--- src/rtl/alu_ctrl_md.sv ---
// ALU control decode plus an iterative multiply/divide sequencer owning HI/LO.
// Optional MD_EARLY_EXIT_EN: a multiply leaves RUN once the remaining multiplier is zero.
module alu_ctrl_md #(
  parameter int unsigned WIDTH  = 32,
  parameter int unsigned CTRL_W = 4
) (
  input  logic              clk,
  input  logic              rst,
  input  logic              valid,
  input  logic [2:0]        alu_op,
  input  logic [5:0]        fun,
  input  logic [WIDTH-1:0]  src_a,
  input  logic [WIDTH-1:0]  src_b,
  output logic [CTRL_W-1:0] alu_ctr,
  output logic              illegal,
  output logic              stall,
  output logic              md_busy,
  output logic [WIDTH-1:0]  hi,
  output logic [WIDTH-1:0]  lo
);
  localparam int unsigned PW    = 2 * WIDTH;
  localparam int unsigned CNT_W = $clog2(WIDTH);

  localparam logic [3:0] C_NOP  = 4'd0,  C_ADD = 4'd1,  C_SUB = 4'd2,  C_AND = 4'd3,
                         C_OR   = 4'd4,  C_XOR = 4'd5,  C_LUI = 4'd6,  C_SLT = 4'd7,
                         C_NOR  = 4'd8,  C_SLTU = 4'd9, C_SLL = 4'd10, C_SRL = 4'd11,
                         C_SRA  = 4'd12;

  typedef enum logic [1:0] {S_IDLE, S_RUN, S_FIX} state_t;

  state_t            state, state_nxt;
  logic [CNT_W-1:0]  cnt;
  logic              op_div, neg_p, neg_r, dz;
  logic [PW-1:0]     acc, addend;
  logic [WIDTH-1:0]  shreg;

  logic [3:0]        code;
  logic              md_class, md_req, md_start, mt_req, run_last;
  logic              sgn_a, sgn_b;
  logic [WIDTH-1:0]  mag_a, mag_b;
  logic [WIDTH:0]    rem_sh, diff;
  logic [PW-1:0]     acc_step, add_step, prod;
  logic [WIDTH-1:0]  sh_step, quo, rem;

  // Instruction decode: ALU code, illegal funct, and MD-class detection
  always_comb begin
    code     = C_NOP;
    illegal  = 1'b0;
    md_class = 1'b0;
    case (alu_op)
      3'b000: code = C_ADD;
      3'b001: begin
        case (fun)
          6'b100000, 6'b100001: code = C_ADD;
          6'b100010, 6'b100011: code = C_SUB;
          6'b100100:            code = C_AND;
          6'b100101:            code = C_OR;
          6'b100110:            code = C_XOR;
          6'b100111:            code = C_NOR;
          6'b101010:            code = C_SLT;
          6'b101011:            code = C_SLTU;
          6'b000000:            code = C_SLL;
          6'b000010:            code = C_SRL;
          6'b000011:            code = C_SRA;
          6'b011000, 6'b011001, 6'b011010, 6'b011011,
          6'b010000, 6'b010001, 6'b010010, 6'b010011: md_class = 1'b1;
          default:              illegal = 1'b1;
        endcase
      end
      3'b010: code = C_OR;
      3'b011: code = C_XOR;
      3'b100: code = C_SUB;
      3'b101: code = C_SLT;
      3'b110: code = C_SLTU;
      default: code = C_LUI;
    endcase
  end

  assign alu_ctr  = CTRL_W'(code);
  assign md_req   = valid & (alu_op == 3'b001) & md_class;
  assign md_start = md_req & (fun[5:2] == 4'b0110) & (state == S_IDLE);
  assign mt_req   = md_req & (fun[5:2] == 4'b0100) & fun[0] & (state == S_IDLE);
  assign stall    = md_req & md_busy;

  // fun[0] set means unsigned; signed ops work on magnitudes
  assign sgn_a = ~fun[0] & src_a[WIDTH-1];
  assign sgn_b = ~fun[0] & src_b[WIDTH-1];
  assign mag_a = sgn_a ? -src_a : src_a;
  assign mag_b = sgn_b ? -src_b : src_b;

`ifdef MD_EARLY_EXIT_EN
  assign run_last = (cnt == CNT_W'(WIDTH - 1)) | (~op_div & (shreg[WIDTH-1:1] == '0));
`else
  assign run_last = (cnt == CNT_W'(WIDTH - 1));
`endif

  // State register; md_busy tracks the registered state
  always_ff @(posedge clk or posedge rst) begin
    if (rst) begin
      state   <= S_IDLE;
      md_busy <= 1'b0;
    end else begin
      state   <= state_nxt;
      md_busy <= (state_nxt != S_IDLE);
    end
  end

  always_comb begin
    state_nxt = state;
    case (state)
      S_IDLE:  if (md_start) state_nxt = S_RUN;
      S_RUN:   if (run_last) state_nxt = S_FIX;
      S_FIX:   state_nxt = S_IDLE;
      default: state_nxt = S_IDLE;
    endcase
  end

  // One radix-2 step: shift-add multiply or restoring divide
  always_comb begin
    acc_step = acc;
    add_step = addend;
    sh_step  = shreg;
    rem_sh   = '0;
    diff     = '0;
    if (op_div) begin
      rem_sh = {acc[WIDTH-1:0], shreg[WIDTH-1]};
      diff   = rem_sh - {1'b0, addend[WIDTH-1:0]};
      if (!diff[WIDTH]) begin
        acc_step = PW'(diff[WIDTH-1:0]);
        sh_step  = {shreg[WIDTH-2:0], 1'b1};
      end else begin
        acc_step = PW'(rem_sh[WIDTH-1:0]);
        sh_step  = {shreg[WIDTH-2:0], 1'b0};
      end
    end else begin
      if (shreg[0]) acc_step = acc + addend;
      add_step = addend << 1;
      sh_step  = shreg >> 1;
    end
  end

  // Sign correction; divide by zero forces an all-ones quotient
  assign prod = neg_p ? -acc : acc;
  assign quo  = dz ? '1 : (neg_p ? -shreg : shreg);
  assign rem  = neg_r ? -acc[WIDTH-1:0] : acc[WIDTH-1:0];

  always_ff @(posedge clk or posedge rst) begin
    if (rst) begin
      cnt    <= '0;
      op_div <= 1'b0;
      neg_p  <= 1'b0;
      neg_r  <= 1'b0;
      dz     <= 1'b0;
      acc    <= '0;
      addend <= '0;
      shreg  <= '0;
      hi     <= '0;
      lo     <= '0;
    end else begin
      case (state)
        S_IDLE: begin
          if (md_start) begin
            cnt    <= '0;
            op_div <= fun[1];
            neg_p  <= sgn_a ^ sgn_b;
            neg_r  <= sgn_a;
            dz     <= (src_b == '0);
            acc    <= '0;
            addend <= fun[1] ? PW'(mag_b) : PW'(mag_a);
            shreg  <= fun[1] ? mag_a : mag_b;
          end else if (mt_req) begin
            if (fun[1]) lo <= src_a;
            else        hi <= src_a;
          end
        end
        S_RUN: begin
          cnt    <= cnt + CNT_W'(1);
          acc    <= acc_step;
          addend <= add_step;
          shreg  <= sh_step;
        end
        S_FIX: begin
          if (op_div) begin
            hi <= rem;
            lo <= quo;
          end else begin
            hi <= prod[PW-1:WIDTH];
            lo <= prod[WIDTH-1:0];
          end
        end
        default: ;
      endcase
    end
  end

endmodule

--- config.mk ---
export PLATFORM = sky130hd
export DESIGN_NAME = alu_ctrl_md
export DESIGN_NICKNAME = d
export VERILOG_FILES = /design/src/rtl/alu_ctrl_md.sv
export SDC_FILE = /design/constraint.sdc
export NUM_CORES = 1
export LEC_CHECK = 0
export CAP_MARGIN = 20
export CORE_UTILIZATION = 25
export CTS_CLUSTER_DIAMETER = 30
export DETAILED_ROUTE_END_ITERATION = 12
export PLACE_DENSITY = 0.52
export SKIP_CTS_REPAIR_TIMING = 1
export SLEW_MARGIN = 0
export SYNTH_ARGS = -nofsm -noshare
export SYNTH_HDL_FRONTEND = slang
export SYNTH_SLANG_ARGS = --single-unit
--- constraint.sdc ---
create_clock -name clk -period 11.05 [get_ports clk]
set_input_delay 2.21 -clock clk [delete_from_list [all_inputs] [get_ports clk]]
set_output_delay 2.21 -clock clk [all_outputs]
set_load 0.05 [all_outputs]
==> flow_summary.toml, run 1 <==
[clocking]
clk_latency_ns = 0.62
cts_tree = "done"
htree_levels = 3
cts_root_buffer = "clkbuf_16"
clkTransAtPathRegs_ns = 0.04
cts.path.max_buffers = 3
cts.sinks = 236
cts_buffers = 72

[critical_path]
reg2reg_slack_ns = 5.98
r2r_start = "shreg[31]$_DFFE_PP0P_"
r2r_end = "acc[9]$_DFFE_PP0P_"
cp-startpoint = "fun[1]"
crit_fanout = 67
required_ns = 8.84
critical_path_class = "input pin to output pin"
critPathLaunchType = "input pin"
end_kind = "output pin"
crit_arrival_ns = 5.07
rr_worst_depth = 14

[sta]
finalSetupTns_ns = 0
fin_crit_ns = 7.28
drv_slew = 0
worst_pin_slew_ns = 1.00
hold_ws_ns = 0.479
grt_setup_unrepaired = "false"
skew_ns = 0.0337
fin_crit_sh_pct = 65.9
setup_viol = 0
fmax_mhz = 137
finalHoldViolations = 0
max_slew_margin_pct = 32.9
worst_slack_ns = 3.77

[floorplanning]
fp.dieH_um = 293
start_util_pct = 25.3
die_w_um = 293
ioPinCount = 147
die_area_um2 = 85700
core_um2 = 83700
rows = 106

[pwr]
internal-power_w = 0.00424
combPwrFrac_pct = 50.7
switching_share_pct = 46.7
p_switching_w = 0.00371
seqPwrFrac_pct = 22.1
power_density_nw_per_um2 = 303
vdd_drop_max_mv = 0.130
power_frac_clock_pct = 27.1
p_leak_nw = 10.4

[route]
vias = 21400
postRouteAntennaNets = 0
vias_per_cell = 5.38
drtIter0Drc = 2089
drt_pass1_iterations = 5
detail_route.wirelength_mm = 86.8
wl_per_cell_um = 21.9
drc = 0

[place]
gp_congestion = 0.922
dp_slack_ns = 3.81
hpwlAfterDp_mm = 65.1
io_buffer_count = 146

[cells_and_area]
fillCellCount = 8906
diodes = 0
drive_gt1_share_pct = 7.72
fin_nets = 2963
area_delta_synth_final_pct = 24.0

[yosys]
syn_nets = 2900
synth_top_area_share_pct = 27.9
synth_edf_count = 0
synth.largest_area_cell = "dfrtp_1"
synth_area_leaders = "dfrtp_1 (28%), nand2_1 (6.7%), xnor2_1 (6.1%), o21ai_0 (6.0%), ha_1 (6.0%)"
async_flop_share_pct = 100
syn_avg_cell_area_um2 = 7.77
yosys_most_used_dff = "dfrtp_1"
ys_ff_latch = 236
yosysWarnings = 0
yosys-top-cells-count = "nand2_1 (377), o21ai_0 (254), dfrtp_1 (236), a21oi_1 (195), nor2_1 (173)"
synth_seq_area_share_pct = 27.9
yosysMostFrequentCell = "nand2_1"
synthDistinctLibCells = 80
synth_area_um2 = 21100
netlist_instances = 2721

[grt]
gr-total-overflow = 0
grt_pass1_vias = 20400
grt_max_degree = 111
antenna_found_initial = 0
grt.total_usage_pct = 19.8
grt_pass1_wl_mm = 129

[min_path]
hold_path_end = "cnt[3]$_DFFE_PP0P_"
worstHoldStart = "cnt[3]$_DFFE_PP0P_"
hp-class = "flip-flop to flip-flop"
min_delay_path_depth = 1

[run_status]
status = "complete, no violations"

[run]
drv_cap = 0
power groups by stage:
stage                     clock network, W  logic [W]  registers, W
after floorplan                          0    0.00270       0.00177
after global placement                   0    0.00395       0.00176
after detailed placement                 0    0.00395       0.00176
after CTS                          0.00218    0.00397       0.00175
after global routing               0.00223    0.00439       0.00180
final                              0.00216    0.00403       0.00176
worst max-delay path by stage:
stage / slack, ns / to / depth (start not counted)
final: 3.77 / alu_ctr[2] / 9
after global routing: 3.58 / alu_ctr[2] / 9
after CTS: 3.80 / alu_ctr[2] / 9
after detailed placement: 3.81 / alu_ctr[2] / 9
after global placement: 3.80 / alu_ctr[2] / 9
after floorplan: 2.37 / acc[0]$_DFFE_PP0P_ / 1
final cells by class:
class	instances	area [µm²]	area share, %
clock buffers	96	2060	7.87
clock inverters	29	483	1.84
inverters	74	285	1.09
multi-input cells	2215	14300	54.5
flip-flops and latches	236	5910	22.6
well taps	1134	1420	5.41
repair buffers	185	1770	6.76
cell families after synthesis:
kind of cell,synth area share (%)
AO/OA/AOI/OAI,27.6
XOR/XNOR,10.9
adder cells (fa/ha/maj),6.17
buffers and inverters,4.88
flip-flops,27.9
multiplexers,3.41
AND/OR/NAND/NOR,19.2
per-layer routing:
layer	GRT usage (%)	share of wire [%]	vias to the layer above	wire [µm]
met3	3.27	5.7	166	4920
met1	26.0	44	10400	38100
met2	31.4	46	716	39900
li1	-	-	10100	-
met5	0	0	-	0
met4	9.19	4.6	0	3950
cells in the final DEF, fill, tap and decap left out, drive strengths merged, types with 15 or more instances in the layout:
master and n:
nand2 377, o21ai 257, dfrtp 236, a21oi 195, nor2 174, xnor2 147, clkdlybuf4s50 145, xor2 115
ha 101, clkbuf 96, inv 76, a31oi 73, nor3 62, mux2i 54, o31ai 49, nand3 48
a211oi 46, buf 40, a22oi 38, a21o 36, o221ai 35, or3 35, nand2b 32, a221oi 30
o41ai 25, o211ai 24, nand4 24, or4 22, o21bai 19, o21a 18, nor2b 17, mux2 16
and2 16, and3 15
sequential cells by signal (all words and copies together), names as in the netlist:
name	count
acc	64
addend	64
shreg	32
cnt	5
neg_r	1
state	2
dz	1
neg_p	1
lo	32
hi	32
op_div	1
md_busy	1
critical path, cell delays in order:
cell	delay, ns
buf_2	0.08
buf_4	0.50
inv_2	0.54
o31a_1	0.43
o22a_1	0.20
nor2_1	0.10
o21ai_0	0.08
o21ai_0	0.08
clkdlybuf4s50_1	0.82
metrics by stage:
step | power (W) | utilization [%] | instances | area (µm²)
6_report | 0.00794 | 31.3 | 3969 | 26200
2_1_floorplan | 0.00447 | - | 2721 | 21100
3_3_place_gp | 0.00571 | 28.2 | 3841 | 23600
4_1_cts | 0.00791 | 31.3 | 3967 | 26200
3_5_place_dp | 0.00571 | 28.2 | 3842 | 23600
5_1_grt | 0.00842 | 31.3 | 3969 | 26200
No activity file was read; power rests on OpenSTA's default activity.
==> run 2, diff against run 1 <==
--- a/config.mk
+++ b/config.mk
@@ -9,7 +9,7 @@
 export CORE_UTILIZATION = 25
 export CTS_CLUSTER_DIAMETER = 30
 export DETAILED_ROUTE_END_ITERATION = 12
-export PLACE_DENSITY = 0.52
+export PLACE_DENSITY = 0.54
 export SKIP_CTS_REPAIR_TIMING = 1
 export SLEW_MARGIN = 0
 export SYNTH_ARGS = -nofsm -noshare
==> constraint.sdc (replaced) <==
create_clock -name clk -period 6.2 [get_ports clk]
set_input_delay 1.24 -clock clk [delete_from_list [all_inputs] [get_ports clk]]
set_output_delay 1.24 -clock clk [all_outputs]
set_load 0.05 [all_outputs]
==> flow_summary.toml, run 2 (synthesized netlist as in run 1, its figures left out) <==
[run_status]
status = "complete, no violations"

[pwr]
seqPwrFrac_pct = 22.3
internal-power_w = 0.00762
vdd_drop_max_mv = 0.236
power_density_nw_per_um2 = 543
p_switching_w = 0.00661
switching_share_pct = 46.5
combPwrFrac_pct = 50.6
power_frac_clock_pct = 27.1
p_leak_nw = 10.4

[critical_path]
crit_fanout = 17
crit_arrival_ns = 3.74
critical_path_class = "input pin to output pin"
cp-startpoint = "fun[0]"
r2r_end = "acc[19]$_DFFE_PP0P_"
endpoint = "alu_ctr[2]"
critPathLaunchType = "input pin"
r2r_start = "shreg[31]$_DFFE_PP0P_"
rr_worst_depth = 14
end_kind = "output pin"
reg2reg_slack_ns = 1.52
required_ns = 4.96

[route]
dr_wl_met3_mm = 5.05
wl_met1_mm = 38.2
vias = 21500
highest_layer = "met4"
drt_pass1_iterations = 8
wl_per_cell_um = 21.8
vias_per_cell = 5.40
postRouteAntennaNets = 0
met2_length_mm = 39.2
drtIter0Drc = 2392
detail_route.wirelength_mm = 86.7
drc = 0

[floorplanning]
core_um2 = 83700
rows = 106
fp.dieH_um = 293
start_util_pct = 25.3
die_w_um = 293
die_area_um2 = 85700
ioPinCount = 147

[cells_and_area]
mostFrequentLayoutCells = "nand2_1 (376), o21ai_0 (254), dfrtp_1 (234), a21oi_1 (195), nor2_1 (167)"
fin_nets = 2964
fillCellCount = 8876
diodes = 0
top_regs = "acc x64, addend x64"
drive_gt1_share_pct = 7.69
area_delta_synth_final_pct = 24.1
layout_commonest_cell = "nand2_1"

[clocking]
cts.path.max_buffers = 3
clkTransAtPathRegs_ns = 0.04
cts.sinks = 236
cts_buffers = 67
clk_latency_ns = 0.61
cts_tree = "done"
cts_root_buffer = "clkbuf_16"
htree_levels = 3

[grt]
grt_pass1_wl_mm = 130
grt_pass1_vias = 20400
gr-total-overflow = 0
antenna_found_initial = 0
grt_max_degree = 132
grt.total_usage_pct = 19.8

[sta]
fin_crit_ns = 4.98
setup_viol = 0
worst_pin_slew_ns = 1.08
hold_ws_ns = 0.473
fin_crit_sh_pct = 80.3
finalSetupTns_ns = 0
grt_setup_unrepaired = "false"
finalHoldViolations = 0
max_slew_margin_pct = 27.7
drv_slew = 0
fmax_mhz = 201
worst_slack_ns = 1.22
skew_ns = 0.0269

[min_path]
hp-class = "flip-flop to flip-flop"

[place]
dp_slack_ns = 1.24
io_buffer_count = 146
hpwlAfterDp_mm = 66.1
gp_congestion = 0.924

[run]
drv_cap = 0
-- run 2: changes by cell type in the layout (fill, tap and decap cells not counted), sizes merged --
cell      previous run  this run
clkinv              14        15
clkinvlp             4         2
buf                 40        46
clkbuf              96        88
bufinv               9        15
inv                 76        74
-- run 2: routing by layer --
| layer | GRT usage [%] | vias to the layer above |
|---|---|---|
| met3 | 2.69 | 167 |
| met2 | 31.3 | 774 |
| li1 | - | 10100 |
| met4 | 9.42 | 0 |
| met1 | 26.5 | 10400 |
| met5 | 0 | - |
-- run 2: worst min path at each step --
stage                  startpoint                  to  slack [ns]  cells past startpoint
4_1_cts        cnt[3]$_DFFE_PP0P_  cnt[3]$_DFFE_PP0P_        0.48                      1
3_5_place_dp   cnt[3]$_DFFE_PP0P_  cnt[3]$_DFFE_PP0P_        0.47                      1
6_report       cnt[3]$_DFFE_PP0P_  cnt[3]$_DFFE_PP0P_        0.47                      1
5_1_grt        cnt[3]$_DFFE_PP0P_  cnt[3]$_DFFE_PP0P_        0.50                      1
3_3_place_gp    hi[4]$_DFFE_PP0P_   hi[4]$_DFFE_PP0P_        0.47                      1
2_1_floorplan  cnt[3]$_DFFE_PP0P_  cnt[3]$_DFFE_PP0P_        0.44                      1
-- run 2: power groups by stage --
| stage | Combinational [W] | Clock [W] | Sequential, W |
|---|---|---|---|
| after CTS | 0.00711 | 0.00389 | 0.00315 |
| final | 0.00720 | 0.00386 | 0.00318 |
| after floorplan | 0.00481 | 0 | 0.00316 |
| after global routing | 0.00784 | 0.00398 | 0.00325 |
| after global placement | 0.00709 | 0 | 0.00317 |
| after detailed placement | 0.00707 | 0 | 0.00316 |
-- run 2: critical path: stages --
cell	delay (ns)
clkdlybuf4s50_1	0.76
o31a_1	0.44
o22a_1	0.20
nor2_1	0.09
o21ai_0	0.09
o21ai_0	0.09
clkdlybuf4s50_1	0.83
-- run 2: final cells by class --
| type | instances | area, µm² | area share (%) |
|---|---|---|---|
| Timing Repair Buffer | 191 | 1830 | 6.97 |
| Sequential cell | 236 | 5910 | 22.5 |
| Clock inverter | 32 | 627 | 2.39 |
| Clock buffer | 88 | 1880 | 7.16 |
| Tap cell | 1134 | 1420 | 5.41 |
| Inverter | 74 | 282 | 1.07 |
| Multi-Input combinational cell | 2215 | 14300 | 54.4 |
-- run 2: stage by stage --
stage	total power [W]	instances	utilization [%]	area, µm²
finish	0.0142	3970	31.3	26200
global placement	0.0103	3848	28.3	23700
floorplan	0.00796	2721	-	21100
CTS	0.0142	3968	31.3	26200
detailed placement	0.0102	3848	28.3	23700
global route	0.0151	3970	31.3	26200
